`src/rtl/prog_loader_if.sv`:
```
// Loader-side bundle: session control, instruction-field stream, memory write port
// and status. The slave modport is the loader's view.
interface prog_loader_if;
   logic        start;
   logic [7:0]  base_addr;
   logic        in_valid;
   logic        in_ready;
   logic [4:0]  in_op;
   logic [1:0]  in_rd;
   logic [1:0]  in_rs1;
   logic [1:0]  in_rs2;
   logic [7:0]  in_imm;
   logic        in_last;
   logic        im_we;
   logic [7:0]  im_addr;
   logic [15:0] im_wdata;
   logic        busy;
   logic        done;
   logic [1:0]  err_code;
   logic [8:0]  count;

   modport slave (
      input  start, base_addr, in_valid, in_op, in_rd, in_rs1, in_rs2, in_imm, in_last,
      output in_ready, im_we, im_addr, im_wdata, busy, done, err_code, count
   );

   modport master (
      output start, base_addr, in_valid, in_op, in_rd, in_rs1, in_rs2, in_imm, in_last,
      input  in_ready, im_we, im_addr, im_wdata, busy, done, err_code, count
   );
endinterface

```
`src/rtl/prog_loader.sv`:
```
// Packs decoded instruction fields into 16-bit words and writes them to instruction memory.
// Optional macro PROG_LOADER_HLT_STOP_EN: an accepted HLT also closes the session.
module prog_loader #(
   parameter int DEPTH = 256
) (
   input  logic         clk,
   input  logic         rst_n,
   prog_loader_if.slave bus
);

   typedef enum logic [1:0] {
      S_IDLE = 2'd0,
      S_RUN  = 2'd1,
      S_DONE = 2'd2,
      S_ERR  = 2'd3
   } state_t;

   localparam logic [4:0] OP_ADD  = 5'b00000;
   localparam logic [4:0] OP_SUB  = 5'b00001;
   localparam logic [4:0] OP_AND  = 5'b00010;
   localparam logic [4:0] OP_OR   = 5'b00011;
   localparam logic [4:0] OP_XOR  = 5'b00100;
   localparam logic [4:0] OP_INV  = 5'b00101;
   localparam logic [4:0] OP_SHL  = 5'b00110;
   localparam logic [4:0] OP_MOV  = 5'b00111;
   localparam logic [4:0] OP_LOAD = 5'b01000;
   localparam logic [4:0] OP_JZ   = 5'b01001;
   localparam logic [4:0] OP_INC  = 5'b01010;
   localparam logic [4:0] OP_DEC  = 5'b01011;
   localparam logic [4:0] OP_HLT  = 5'b01100;
   localparam logic [4:0] OP_JC   = 5'b01101;
   localparam logic [4:0] OP_JNZ  = 5'b01110;
   localparam logic [4:0] OP_JMP  = 5'b01111;
   localparam logic [4:0] OP_LDM  = 5'b10000;
   localparam logic [4:0] OP_STM  = 5'b10001;
   localparam logic [4:0] OP_SHR  = 5'b10010;

   localparam logic [1:0] ERR_NONE     = 2'b00;
   localparam logic [1:0] ERR_ILLEGAL  = 2'b01;
   localparam logic [1:0] ERR_OVERFLOW = 2'b10;

   localparam logic [8:0] COUNT_LAST = 9'(DEPTH - 1);

   state_t      state_q, state_d;
   logic [7:0]  wp_q, wp_d;
   logic [8:0]  count_q, count_d;
   logic [1:0]  err_q, err_d;
   logic        we_q, we_d;
   logic [7:0]  addr_q, addr_d;
   logic [15:0] wdata_q, wdata_d;

   logic        accept;
   logic        legal;
   logic        is_last;
   logic [15:0] enc;

   assign accept = bus.in_valid && (state_q == S_RUN);

`ifdef PROG_LOADER_HLT_STOP_EN
   assign is_last = bus.in_last || (bus.in_op == OP_HLT);
`else
   assign is_last = bus.in_last;
`endif

   // Field-class encoder; fields outside an opcode's class are masked to zero.
   always_comb begin
      legal = 1'b1;
      enc   = 16'h0000;
      case (bus.in_op)
         OP_ADD, OP_SUB, OP_AND, OP_OR, OP_XOR:
            enc = {bus.in_op, 1'b0, bus.in_rd, 2'b00, bus.in_rs1, 2'b00, bus.in_rs2};
         OP_INV, OP_SHL, OP_MOV, OP_SHR:
            enc = {bus.in_op, 1'b0, bus.in_rd, 2'b00, bus.in_rs1, 4'b0000};
         OP_INC, OP_DEC:
            enc = {bus.in_op, 1'b0, bus.in_rd, 8'h00};
         OP_LOAD, OP_JNZ, OP_LDM, OP_STM:
            enc = {bus.in_op, 1'b0, bus.in_rd, bus.in_imm};
         OP_JZ, OP_JC, OP_JMP:
            enc = {bus.in_op, 3'b000, bus.in_imm};
         OP_HLT:
            enc = {bus.in_op, 11'h000};
         default:
            legal = 1'b0;
      endcase
   end

   always_comb begin
      state_d = state_q;
      wp_d    = wp_q;
      count_d = count_q;
      err_d   = err_q;
      we_d    = 1'b0;
      addr_d  = addr_q;
      wdata_d = wdata_q;

      case (state_q)
         S_RUN: begin
            if (accept) begin
               if (!legal) begin
                  err_d   = ERR_ILLEGAL;
                  state_d = S_ERR;
               end else begin
                  we_d    = 1'b1;
                  addr_d  = wp_q;
                  wdata_d = enc;
                  wp_d    = wp_q + 8'd1;
                  count_d = count_q + 9'd1;
                  if (is_last) begin
                     state_d = S_DONE;
                  end else if (count_q == COUNT_LAST) begin
                     err_d   = ERR_OVERFLOW;
                     state_d = S_ERR;
                  end
               end
            end
         end
         default: begin
            // DONE is a single-cycle pulse unless a new session starts immediately.
            if (state_q == S_DONE) begin
               state_d = S_IDLE;
            end
            if (bus.start) begin
               state_d = S_RUN;
               wp_d    = bus.base_addr;
               count_d = 9'd0;
               err_d   = ERR_NONE;
            end
         end
      endcase
   end

   always_ff @(posedge clk) begin
      if (!rst_n) begin
         state_q <= S_IDLE;
         wp_q    <= 8'h00;
         count_q <= 9'd0;
         err_q   <= ERR_NONE;
         we_q    <= 1'b0;
         addr_q  <= 8'h00;
         wdata_q <= 16'h0000;
      end else begin
         state_q <= state_d;
         wp_q    <= wp_d;
         count_q <= count_d;
         err_q   <= err_d;
         we_q    <= we_d;
         addr_q  <= addr_d;
         wdata_q <= wdata_d;
      end
   end

   assign bus.in_ready = (state_q == S_RUN);
   assign bus.busy     = (state_q == S_RUN);
   assign bus.done     = (state_q == S_DONE);
   assign bus.im_we    = we_q;
   assign bus.im_addr  = addr_q;
   assign bus.im_wdata = wdata_q;
   assign bus.err_code = err_q;
   assign bus.count    = count_q;

endmodule
```
`src/flat_wrapper.sv`:
```
// flat-port wrapper written by rule: the top's interface ports become plain ports
module prog_loader_flat 
#(
   parameter int DEPTH = 256
)
  (clk, rst_n, bus_start, bus_base_addr, bus_in_valid, bus_in_op, bus_in_rd, bus_in_rs1, bus_in_rs2, bus_in_imm, bus_in_last, bus_in_ready, bus_im_we, bus_im_addr, bus_im_wdata, bus_busy, bus_done, bus_err_code, bus_count);
  prog_loader_if bus_i ();
  input  logic clk;
  input  logic rst_n;
  input wire logic [$bits(bus_i.start)-1:0] bus_start;
  input wire logic [$bits(bus_i.base_addr)-1:0] bus_base_addr;
  input wire logic [$bits(bus_i.in_valid)-1:0] bus_in_valid;
  input wire logic [$bits(bus_i.in_op)-1:0] bus_in_op;
  input wire logic [$bits(bus_i.in_rd)-1:0] bus_in_rd;
  input wire logic [$bits(bus_i.in_rs1)-1:0] bus_in_rs1;
  input wire logic [$bits(bus_i.in_rs2)-1:0] bus_in_rs2;
  input wire logic [$bits(bus_i.in_imm)-1:0] bus_in_imm;
  input wire logic [$bits(bus_i.in_last)-1:0] bus_in_last;
  output wire logic [$bits(bus_i.in_ready)-1:0] bus_in_ready;
  output wire logic [$bits(bus_i.im_we)-1:0] bus_im_we;
  output wire logic [$bits(bus_i.im_addr)-1:0] bus_im_addr;
  output wire logic [$bits(bus_i.im_wdata)-1:0] bus_im_wdata;
  output wire logic [$bits(bus_i.busy)-1:0] bus_busy;
  output wire logic [$bits(bus_i.done)-1:0] bus_done;
  output wire logic [$bits(bus_i.err_code)-1:0] bus_err_code;
  output wire logic [$bits(bus_i.count)-1:0] bus_count;
  assign bus_i.start = bus_start;
  assign bus_i.base_addr = bus_base_addr;
  assign bus_i.in_valid = bus_in_valid;
  assign bus_i.in_op = bus_in_op;
  assign bus_i.in_rd = bus_in_rd;
  assign bus_i.in_rs1 = bus_in_rs1;
  assign bus_i.in_rs2 = bus_in_rs2;
  assign bus_i.in_imm = bus_in_imm;
  assign bus_i.in_last = bus_in_last;
  assign bus_in_ready = bus_i.in_ready;
  assign bus_im_we = bus_i.im_we;
  assign bus_im_addr = bus_i.im_addr;
  assign bus_im_wdata = bus_i.im_wdata;
  assign bus_busy = bus_i.busy;
  assign bus_done = bus_i.done;
  assign bus_err_code = bus_i.err_code;
  assign bus_count = bus_i.count;
  prog_loader #(.DEPTH(DEPTH)) u_core (.clk(clk), .rst_n(rst_n), .bus(bus_i));
endmodule
```
`config.mk`:
```
export PLATFORM = sky130hd
export DESIGN_NAME = prog_loader_flat
export DESIGN_NICKNAME = d
export VERILOG_FILES = /design/src/rtl/prog_loader_if.sv /design/src/rtl/prog_loader.sv /design/src/flat_wrapper.sv
export SDC_FILE = /design/constraint.sdc
export NUM_CORES = 1
export LEC_CHECK = 0
export ABC_AREA = 1
export BUFFER_PORTS_ARGS = -buffer_cell sky130_fd_sc_hd__buf_2
export CORE_AREA = 5 5 76 78
export CTS_BUF_LIST = sky130_fd_sc_hd__clkbuf_8
export DETAILED_ROUTE_END_ITERATION = 16
export DIE_AREA = 0 0 81 83
export PLACE_DENSITY = 0.82
export SLEW_MARGIN = 40
export SYNTH_ARGS = -nofsm -noshare
export SYNTH_HDL_FRONTEND = slang
export SYNTH_SLANG_ARGS = --single-unit
```
`constraint.sdc`:
```
create_clock -name clk -period 1.65 [get_ports clk]
set_input_delay 0.33 -clock clk [delete_from_list [all_inputs] [get_ports clk]]
set_output_delay 0.33 -clock clk [all_outputs]
set_load 0.03 [all_outputs]
```
# ---- After elaboration in Yosys (flattened, before gate mapping)
# Index checks and enable logic that the tools add are counted.
dict set report word_totals {
  reg_bits 46
  inputBits 32
  out_inout_bits 39
  word_cells 74
}
dict set report classes {
  add_sub_neg 2
  n_eq_ne 26
  mux 24
  n_reduce_logical 15
}
# operator n
set op_table {}
lappend op_table {{16-bit one-hot mux with 6 select lines} 1}
lappend op_table {{5-bit by 4-bit equality test with 1-bit output (second input constant)} 8}
lappend op_table {{9-bit 2-to-1 mux} 4}
lappend op_table {{8-bit 2-to-1 mux} 4}
lappend op_table {{2-bit 2-to-1 mux} 13}
lappend op_table {{5-bit by 3-bit equality test with 1-bit output (second input constant)} 4}
lappend op_table {{19-bit OR reduction} 1}
lappend op_table {{5-bit equality test (second input constant)} 3}
lappend op_table {{3-bit AND reduction} 4}
lappend op_table {{5-bit by 2-bit equality test with 1-bit output (second input constant)} 2}
lappend op_table {{9-bit by 1-bit adder with 9-bit output (second input constant)} 1}
lappend op_table {{9-bit by 8-bit equality test with 1-bit output (second input constant)} 1}
lappend op_table {{8-bit by 1-bit adder with 8-bit output (second input constant)} 1}
lappend op_table {{4-bit OR reduction} 2}
lappend op_table {{3-bit inequality test (second input constant)} 2}
lappend op_table {{5-bit by 1-bit equality test with 1-bit output (second input constant)} 1}
lappend op_table {{5-bit logical NOT} 1}
lappend op_table {{5-bit OR reduction} 1}
lappend op_table {{2-bit by 1-bit inequality test with 1-bit output (second input constant)} 2}
lappend op_table {{4-bit inequality test (second input constant)} 1}
lappend op_table {{4-bit AND reduction} 1}
lappend op_table {{3-bit nonzero test} 1}
lappend op_table {{3-bit OR reduction} 1}
lappend op_table {{2-bit by 1-bit equality test with 1-bit output (second input constant)} 1}
lappend op_table {{other kinds (5)} 6}

# ---- Logic depth before layout (Yosys ltp)
# Gate-level depths: netlist of run 1.
dict set report depth {
  ltp_word 6
  mapped_depth 13
  ltp_nobuf 12
}

# ---- Worst setup path before layout of run 1
# No wires, ideal clock.
dict set report synth_timing {
  kind {register to register}
  startpoint {register u_core.count_q[0] (netlist: u_core.bus.count[0])}
  endpoint {register u_core.err_q[0] (netlist: u_core.bus.err_code[0])}
  setup_time_ps 132
  arrival_time_ps 1714
  required_ps 1518
  slack_ps -196
  stages_incl_launch_ff 12
  path_buffers 0
  synth_period_minus_slack_ps 1846
  cell_sequence {dfxtp_1 -> ha_1 -> nand2_1 -> nor3_1 -> nand2_1 -> nor2_1 -> ha_1 -> inv_1 -> nor2_1 -> a21boi_0 -> nand2_1 -> a21oi_1}
}
dict set report synth_between {
  elab_chain_len 3
}
# element line
set synth_rtl {}
lappend synth_rtl {{start, declared} prog_loader.sv:46} ;# logic [8:0] count_q, count_d;
lappend synth_rtl {{start signal, assigned} prog_loader.sv:144} ;# count_q <= count_d;
lappend synth_rtl {{9-bit by 8-bit equality test with 1-bit output} prog_loader.sv:110} ;# end else if (count_q == COUNT_LAST) begin
lappend synth_rtl {{3-bit inequality test (no source line)} --}
lappend synth_rtl {{4-bit AND reduction (no source line)} --}
lappend synth_rtl {{end signal, assigned} prog_loader.sv:145} ;# err_q <= err_d;
lappend synth_rtl {{end, declared} prog_loader.sv:47} ;# logic [1:0] err_q, err_d;
# No other way between the ends.
# A chain may end at the register's enable or synchronous reset.

# ---- Final worst setup path of run 1
dict set report layout_timing {
  startpoint {register u_core.count_q[1] (netlist: u_core.bus.count[1])}
  endpoint {register u_core.err_q[0] (netlist: u_core.bus.err_code[0])}
}
# Same word-level chain as after synthesis.

==> flow_summary.toml, run 1 <==
[die]
dieWidth_um = 81
ioPinCount = 71
die_h_um = 83
coreArea_um2 = 5010
start_util_pct = 45.9
fp-row-count = 26
die_area_um2 = 6720

[detailed_routing]
drcViolationCount = 0
ant_nets = 0
drt_first_pass_iters = 4
via_count = 2498
routedWlPerCell_um = 13.0
finalWirelength_mm = 6.40
drtIter0Drc = 191
via_per_inst = 5.06

[power]
p_sw_share_pct = 35.6
clkPwrFrac_pct = 24.7
p_leak_nw = 1.46
power_frac_comb_pct = 31.0
p_int_mw = 1.78
seqPwrFrac_pct = 44.4
power_switching_mw = 0.981
pwr_density_cell_nw_per_um2 = 901
ir_drop_mv = 0.468

[global_routing]
antenna_found_initial = 0
met1_usage_pct = 23.1
grt_max_degree = 24
first_global_vias = 2325
grt_usage_pct = 19.0
met2_usage_pct = 31.7
top_usage_layer = "met2"
grt-ovfl-total = 0
met3_usage_pct = 4.00
grt_pass1_wl_mm = 10.4

[final_layout]
register_area_um2 = 910
stdcell_count = 494
drive_above_1_share_pct = 34.9
multiInputGateArea_um2 = 1300
diodes = 0
n_fill_cell = 467
finalNetCount = 458
area_growth_pct = 33.1

[synthesis]
synth-seq-cells = 45
yosys.cell_count.top_type = "nand2_1"
yosys_warnings = 0
ys_top_cells_by_area = "dfxtp_1 39%, nand2_1 14%, nand3_1 8.3%, a21oi_1 7.4%, nor2_1 5.6%"
synth_largest_area_cell = "dfxtp_1"
synth_top_area_share_pct = 39.2
syn-cell-area_um2 = 2300
async_flop_share_pct = 0
synth_edf_count = 0
synth-main-ff-cell = "dfxtp_1"
synth_seq_area_share_pct = 39.2
synth_cells = 331
synthTopCellsByCount = "88 x nand2_1, 45 x dfxtp_1, 38 x nand3_1"
synth_nets = 366
synth_cell_types = 31
avgSynthCellArea_um2 = 6.94

[cts]
cts.htree.levels = 2
clockBufferDepth = 2
cts_root_buf = "clkbuf_8"
clk-insertion-delay-late_ns = 0.31
numCtsBuffers = 5
clock_sinks = 45
tritoncts = "built"
cts.reportedPaths.clkPinSlew_ns = 0.09

[sta]
rsz0062_at_grt = "true"
worst_slack_ns = -0.0164
hold_slack_ns = 0.282
slew_headroom_pct = 62.8
fmax_mhz = 600
setup_viol = 3
worst_clock_skew_ns = 0.0107
worstMarginPinSlew_ns = 0.558
hold_viol_final = 0
fin_crit_ns = 1.67
period_share_pct = 101
slew_viol_final = 0

[placement]
portBuffers = 69
gp_congestion = 1.01
dp_hpwl_mm = 4.72
dp_cells = 481
place_ws_ns = -0.0687

[run_status]
status = "finished, violations left"
violations = "setup timing"

[run]
drv_cap = 0

[setup_path]
crit_path_max_fanout = 2
crit_path_start_kind = "register"
cp_data_required_time_ns = 1.85
arrival_ns = 1.86
end_kind = "register"
critPathKind = "reg -> reg"

[min_path]
hold_class = "in -> reg"
## worst max-delay path, cell delays in order (launching register included)
cell and delay [ns]:
dfxtp_4 0.37, ha_4 0.15, nand2_4 0.06, nor3_4 0.20, nand2_2 0.08, nor2_2 0.14, ha_2 0.21, inv_2 0.05
nor2_4 0.12, a21boi_1 0.07, nand2_1 0.07, a21oi_2 0.05
## cell families after synthesis
kind of cell               count (synthesis)  share of synthesized area, %
other                                      1                         0.163
and+or+nand+nor                          183                          35.9
buffers and inverters                     35                          7.78
DFF                                       45                          39.2
xor gates and xnor gates                   4                          1.52
adders and majority gates                  3                          1.63
AOI/OAI and AO/OA                         60                          13.8
## metal layers
| metal | vias to the layer above | routed length, µm | share of wire, % |
|---|---|---|---|
| met5 | - | 0 | 0 |
| met4 | 0 | 99 | 1.5 |
| met3 | 7 | 433 | 6.8 |
| met2 | 94 | 3130 | 49 |
| met1 | 1129 | 2730 | 43 |
| li1 | 1268 | - | - |
## path summary, 6_finish.rpt
check,start,endpoint,slack (ns),cells past startpoint
worst max-delay path,u_core.bus.count[1],u_core.bus.err_code[0],-0.02,11
worst max register to register,u_core.bus.count[1],u_core.bus.err_code[0],-0.02,11
worst min-delay path,bus_in_imm[6],u_core.bus.im_wdata[6],0.28,3
worst min register to register,u_core.bus.im_addr[2],u_core.bus.im_addr[2],0.46,2
## metrics by stage
step	utilization, %	setup TNS [ns]	power, mW	cell area [µm²]
6_report	61.1	-0.0383	2.76	3060
2_1_floorplan	-	0	1.76	2310
3_3_place_gp	56.9	0	1.99	2850
3_5_place_dp	56.9	-0.375	2.01	2850
4_1_cts	58.9	0	2.70	2950
5_1_grt	61.1	-0.511	2.91	3060
## power by group through the flow
stage | logic (mW) | registers, mW | clock network, mW
2_1_floorplan | 0.502 | 1.26 | 0
3_3_place_gp | 0.754 | 1.24 | 0
3_5_place_dp | 0.773 | 1.24 | 0
4_1_cts | 0.786 | 1.22 | 0.701
5_1_grt | 0.941 | 1.23 | 0.743
6_report | 0.854 | 1.22 | 0.680
## final cells by class
| type | count | area share, % |
|---|---|---|
| clock buffer | 5 | 2.25 |
| clock inverter | 3 | 0.573 |
| inverter | 19 | 2.33 |
| multi-input combinational | 251 | 42.4 |
| sequential | 45 | 29.7 |
| tap | 70 | 2.86 |
| timing repair buffer | 101 | 19.8 |
## registers in the layout (all words and copies together) (netlist names)
name / cells
u_core.bus.im_wdata: 15
u_core.bus.count: 9
u_core.bus.im_addr: 8
u_core.wp_q: 8
u_core.bus.err_code: 2
u_core.state_q: 2
u_core.bus.im_we: 1
## repair_timing
| item | in CTS | in global routing |
|---|---|---|
| resized for setup | 5 | 21 |
| hold buffers | 0 | 0 |
| pin swaps | 1 | 17 |
| buffers inserted | 0 | 5 |
| setup endpoints to repair | 5 | 7 |
| endpoints found under the hold margin | 0 | 0 |
## cell usage in the layout (no fill, tap or decap), drive strengths merged
cell	n
a21boi	2
a21oi	35
a31oi	2
buf	101
clkbuf	5
clkinv	2
clkinvlp	1
conb	1
dfxtp	45
ha	3
inv	19
nand2	92
nand3	42
nand3b	3
nand4	3
nor2	39
nor3	2
nor3b	1
o21ai	20
o31ai	1
or2	1
xnor2	1
xor2	3
No activity file was read; power rests on OpenSTA's default activity.
==> inputs of run 2 (changes only) <==
- RECOVER_POWER: not set -> 25
- SETUP_SLACK_MARGIN: not set -> 0.15
==> flow_summary.toml, run 2 (synthesized netlist as in run 1, its figures left out) <==
[die]
fp-row-count = 26
die_h_um = 83
ioPinCount = 71
die_area_um2 = 6720
start_util_pct = 45.9
coreArea_um2 = 5010
dieWidth_um = 81

[final_layout]
area_growth_pct = 33.6
largest_register_ffs = 15
register_area_um2 = 916
diodes = 0
layout_commonest_cell = "nand2_1"
multiInputGateArea_um2 = 1300
stdcell_count = 495
final_cell_mix = "82 x nand2_1, 47 x buf_2, 39 x dfxtp_1"
finalNetCount = 459
drive_above_1_share_pct = 31.1
n_fill_cell = 472

[placement]
dp_cells = 476
dp_hpwl_mm = 4.68
gp_congestion = 1.07
portBuffers = 69

[sta]
period_share_pct = 90.5
fmax_mhz = 669
fin_crit_ns = 1.49
worst_clock_skew_ns = 0.00705
fin_tns_setup_ns = 0
slew_viol_final = 0
rsz0062_at_grt = "true"
hold_viol_final = 0
setup_viol = 0

[power]
total_power_mw = 2.76
p_leak_nw = 1.38
pwr_density_cell_nw_per_um2 = 897
ir_drop_mv = 0.465

[min_path]
hold_class = "in -> reg"

[global_routing]
grt-ovfl-total = 0
grt_pass1_wl_mm = 10.5
grt_max_degree = 24
antenna_found_initial = 0
grt_usage_pct = 19.3
first_global_vias = 2477

[cts]
cts.reportedPaths.clkPinSlew_ns = 0.09
numCtsBuffers = 5
tritoncts = "built"
clock_sinks = 45
clk-insertion-delay-late_ns = 0.30
cts.htree.levels = 2
clockBufferDepth = 2
cts_root_buf = "clkbuf_8"

[setup_path]
cpMaxStageDelayCell = "dfxtp_4"
crit_path_start_kind = "register"
cp_data_required_time_ns = 1.90
path_cells = "ha_4, nand2_4, nor3_4, nand2_2, nor2_4, ha_4, nor2_1, nand3_1, nand2_2, nand2_1, nand2_1, nor2_1"
end_kind = "register"
slowest_delay_ns = 0.37
crit_path_max_fanout = 3
crit_buf_inv = 0
arrival_ns = 1.74
critPathKind = "reg -> reg"
critPathTopFamily = "simple AND/OR/NAND/NOR gates"

[detailed_routing]
via_per_inst = 5.09
routedWlPerCell_um = 12.9
drt_first_pass_iters = 4
drtIter0Drc = 146
drcViolationCount = 0
ant_nets = 0
via_count = 2520
finalWirelength_mm = 6.37

[run]
drv_cap = 0

[run_status]
status = "complete, no violations"
## run 2: repair_timing
action / in CTS / in global routing
pin swaps: 4 / 0
resized for setup: 11 / 22
setup endpoints to repair: 30 / 29
endpoints found under the hold margin: 0 / 0
cloned: 0 / 0
setup buffers: 9 / 2
hold buffers: 0 / 0
## run 2: path summary, 6_finish.rpt
| path | slack [ns] | from | cells after the start | to |
|---|---|---|---|---|
| worst max-delay path | 0.16 | u_core.bus.count[0] | 12 | u_core.state_q[0] |
| worst min-delay path | 0.30 | bus_in_imm[7] | 3 | u_core.bus.im_wdata[7] |
| worst max register to register | 0.16 | u_core.bus.count[0] | 12 | u_core.state_q[0] |
| worst min register to register | 0.46 | u_core.bus.im_wdata[8] | 2 | u_core.bus.im_wdata[8] |
## run 2: final cells by class
| type | instances | area share (%) |
|---|---|---|
| multi-input cells | 251 | 42.4 |
| flip-flops and latches | 45 | 29.8 |
| repair buffers | 102 | 19.7 |
| well taps | 70 | 2.85 |
| inverters | 19 | 2.40 |
| clock buffers | 5 | 2.24 |
| clock inverters | 3 | 0.570 |
## run 2: metal layers
metal | wire length [µm] | track usage [%] | part of all wire [%]
met4 | 159 | 8.91 | 2.5
met2 | 3120 | 33.2 | 49
met3 | 426 | 4.87 | 6.7
met5 | 0 | 0 | 0
met1 | 2660 | 22.0 | 42
## run 2: worst min-delay path, stage by stage
cell	delay, ns
buf_2	0.10
nand2_1	0.05
o21ai_0	0.07
## run 2: power by group
group          total, mW  internal [mW]  leakage, nW  switching [mW]
sequential          1.22           1.15        0.369          0.0699
combinational      0.854          0.338        0.965           0.517
clock              0.682          0.293       0.0439           0.389
total               2.76           1.78         1.38           0.976
## run 2: through the flow
stage                     setup slack (ns)  utilization, %  area (µm²)  hold WS [ns]
after floorplan                      0.123               -        2330         0.458
after global placement              0.0276            56.5        2830         0.448
after detailed placement           -0.0469            56.5        2830         0.453
after CTS                           0.0917            60.2        3010         0.289
after global routing                0.0283            61.3        3070         0.299
final                                0.156            61.3        3070         0.295
==> inputs of run 3 (changes only) <==
- REMOVE_ABC_BUFFERS: not set -> 1
==> flow_summary.toml, run 3 (synthesized netlist as in run 1, its figures left out) <==
[cts]
cts.reportedPaths.clkPinSlew_ns = 0.09
tritoncts = "built"
clock_sinks = 45
cts.htree.levels = 2
numCtsBuffers = 5
clk-insertion-delay-late_ns = 0.30
cts_root_buf = "clkbuf_8"
clockBufferDepth = 2

[setup_path]
rrSetupSlack_ns = 0.06
worst_r2r_path_depth = 10
cp_data_required_time_ns = 1.88
arrival_ns = 1.82
critPathKind = "reg -> reg"
end_kind = "register"
crit_path_max_fanout = 2
r2r_end = "u_core.bus.err_code[1]"
timing.rr.start = "u_core.bus.count[0]"
crit_path_start_kind = "register"

[sta]
fin_crit_ns = 1.59
worst_clock_skew_ns = 0.00632
fmax_mhz = 629
rsz0062_at_grt = "true"
slew_viol_final = 0
hold_viol_final = 0
worst_slack_ns = 0.0606
period_share_pct = 96.3
setup_viol = 0

[detailed_routing]
via_count = 2543
via_per_inst = 5.13
drcViolationCount = 0
drtIter0Drc = 263
drt_first_pass_iters = 5
finalWirelength_mm = 6.53
ant_nets = 0
routedWlPerCell_um = 13.2

[die]
die_area_um2 = 6720
ioPinCount = 71
start_util_pct = 45.9
fp-row-count = 26
coreArea_um2 = 5010
die_h_um = 83
dieWidth_um = 81

[placement]
portBuffers = 69
dpl_cell_area_um2 = 2850
dp_hpwl_mm = 4.78
gp_congestion = 0.909
place_ws_ns = -0.0899

[final_layout]
diodes = 0
final_cell_mix = "82 x nand2_1, 46 x buf_2, 42 x dfxtp_1"
n_fill_cell = 465
layout_commonest_cell = "nand2_1"
area_growth_pct = 33.5
final_util_pct = 61.3
largest_register_ffs = 15
finalNetCount = 461
finish.instance_area_um2 = 3070
drive_above_1_share_pct = 30.3

[global_routing]
antenna_found_initial = 0
grt_max_degree = 24
first_global_vias = 2446
grt-ovfl-total = 0
grt_usage_pct = 19.3
grt_pass1_wl_mm = 10.6

[power]
total_power_mw = 2.82
p_leak_nw = 1.38
ir_drop_mv = 0.541
pwr_density_cell_nw_per_um2 = 920

[run_status]
status = "complete, no violations"

[min_path]
hp-start = "bus_in_imm[3]"
holdPathEnd = "u_core.bus.im_wdata[3]"
hold_path_depth = 3
hold_class = "in -> reg"

[run]
drv_cap = 0
## run 3: stage by stage
stage          cells  TNS, ns  hold WS [ns]
6_report         496        0         0.283
5_1_grt          496   -0.136         0.282
4_1_cts          491        0         0.279
3_5_place_dp     483   -0.751         0.452
3_3_place_gp     483        0         0.449
2_1_floorplan    315   -24.28         0.450
## run 3: worst max-delay path: stages, from the launching register on
cell	delay, ns
dfxtp_2	0.36
ha_4	0.15
nand2_4	0.06
nor3_4	0.15
nand2_2	0.08
nor2_2	0.12
ha_2	0.18
inv_1	0.05
nor2_2	0.10
a21oi_1	0.08
nor3b_1	0.19
## run 3: layout make-up
cell class                      count  area, µm²  share of cell area (%)
Clock inverter                      1       7.51                   0.245
Sequential cell                    45        905                    29.5
Clock buffer                        6       82.6                    2.69
Tap cell                           70       87.6                    2.85
Inverter                           19       71.3                    2.32
Multi-Input combinational cell    251       1310                    42.5
Timing Repair Buffer              104        611                    19.9
## run 3: report_power, final
group	internal [mW]	switching (mW)	total (mW)
logic	0.358	0.536	0.893
clock network	0.331	0.377	0.708
registers	1.15	0.0681	1.22
total	1.84	0.981	2.82
## run 3: how the worst max path moves through the flow
| stage | start | end | slack (ns) |
|---|---|---|---|
| 2_1_floorplan | u_core.state_q[1] | u_core.wp_q[2] | -0.80 |
| 3_3_place_gp | bus_in_op[3] | u_core.wp_q[2] | 0.01 |
| 3_5_place_dp | bus_in_op[3] | u_core.wp_q[2] | -0.09 |
| 4_1_cts | u_core.bus.count[0] | u_core.bus.err_code[1] | 0.11 |
| 5_1_grt | u_core.bus.count[0] | u_core.state_q[0] | -0.05 |
| 6_report | u_core.bus.count[0] | u_core.bus.err_code[1] | 0.06 |
## run 3: repair_timing
item	in CTS	in global routing
resized for setup	17	16
hold buffers	0	0
setup buffers	1	5
setup endpoints to repair	12	22
pin swaps	2	3
## run 3: metal layers
layer | vias up | part of all wire (%) | GRT usage (%)
li1 | 1276 | - | -
met2 | 105 | 49 | 32.6
met3 | 6 | 7.2 | 5.52
met5 | - | 0 | 0
met1 | 1156 | 43 | 23.5
met4 | 0 | 0.99 | 5.22
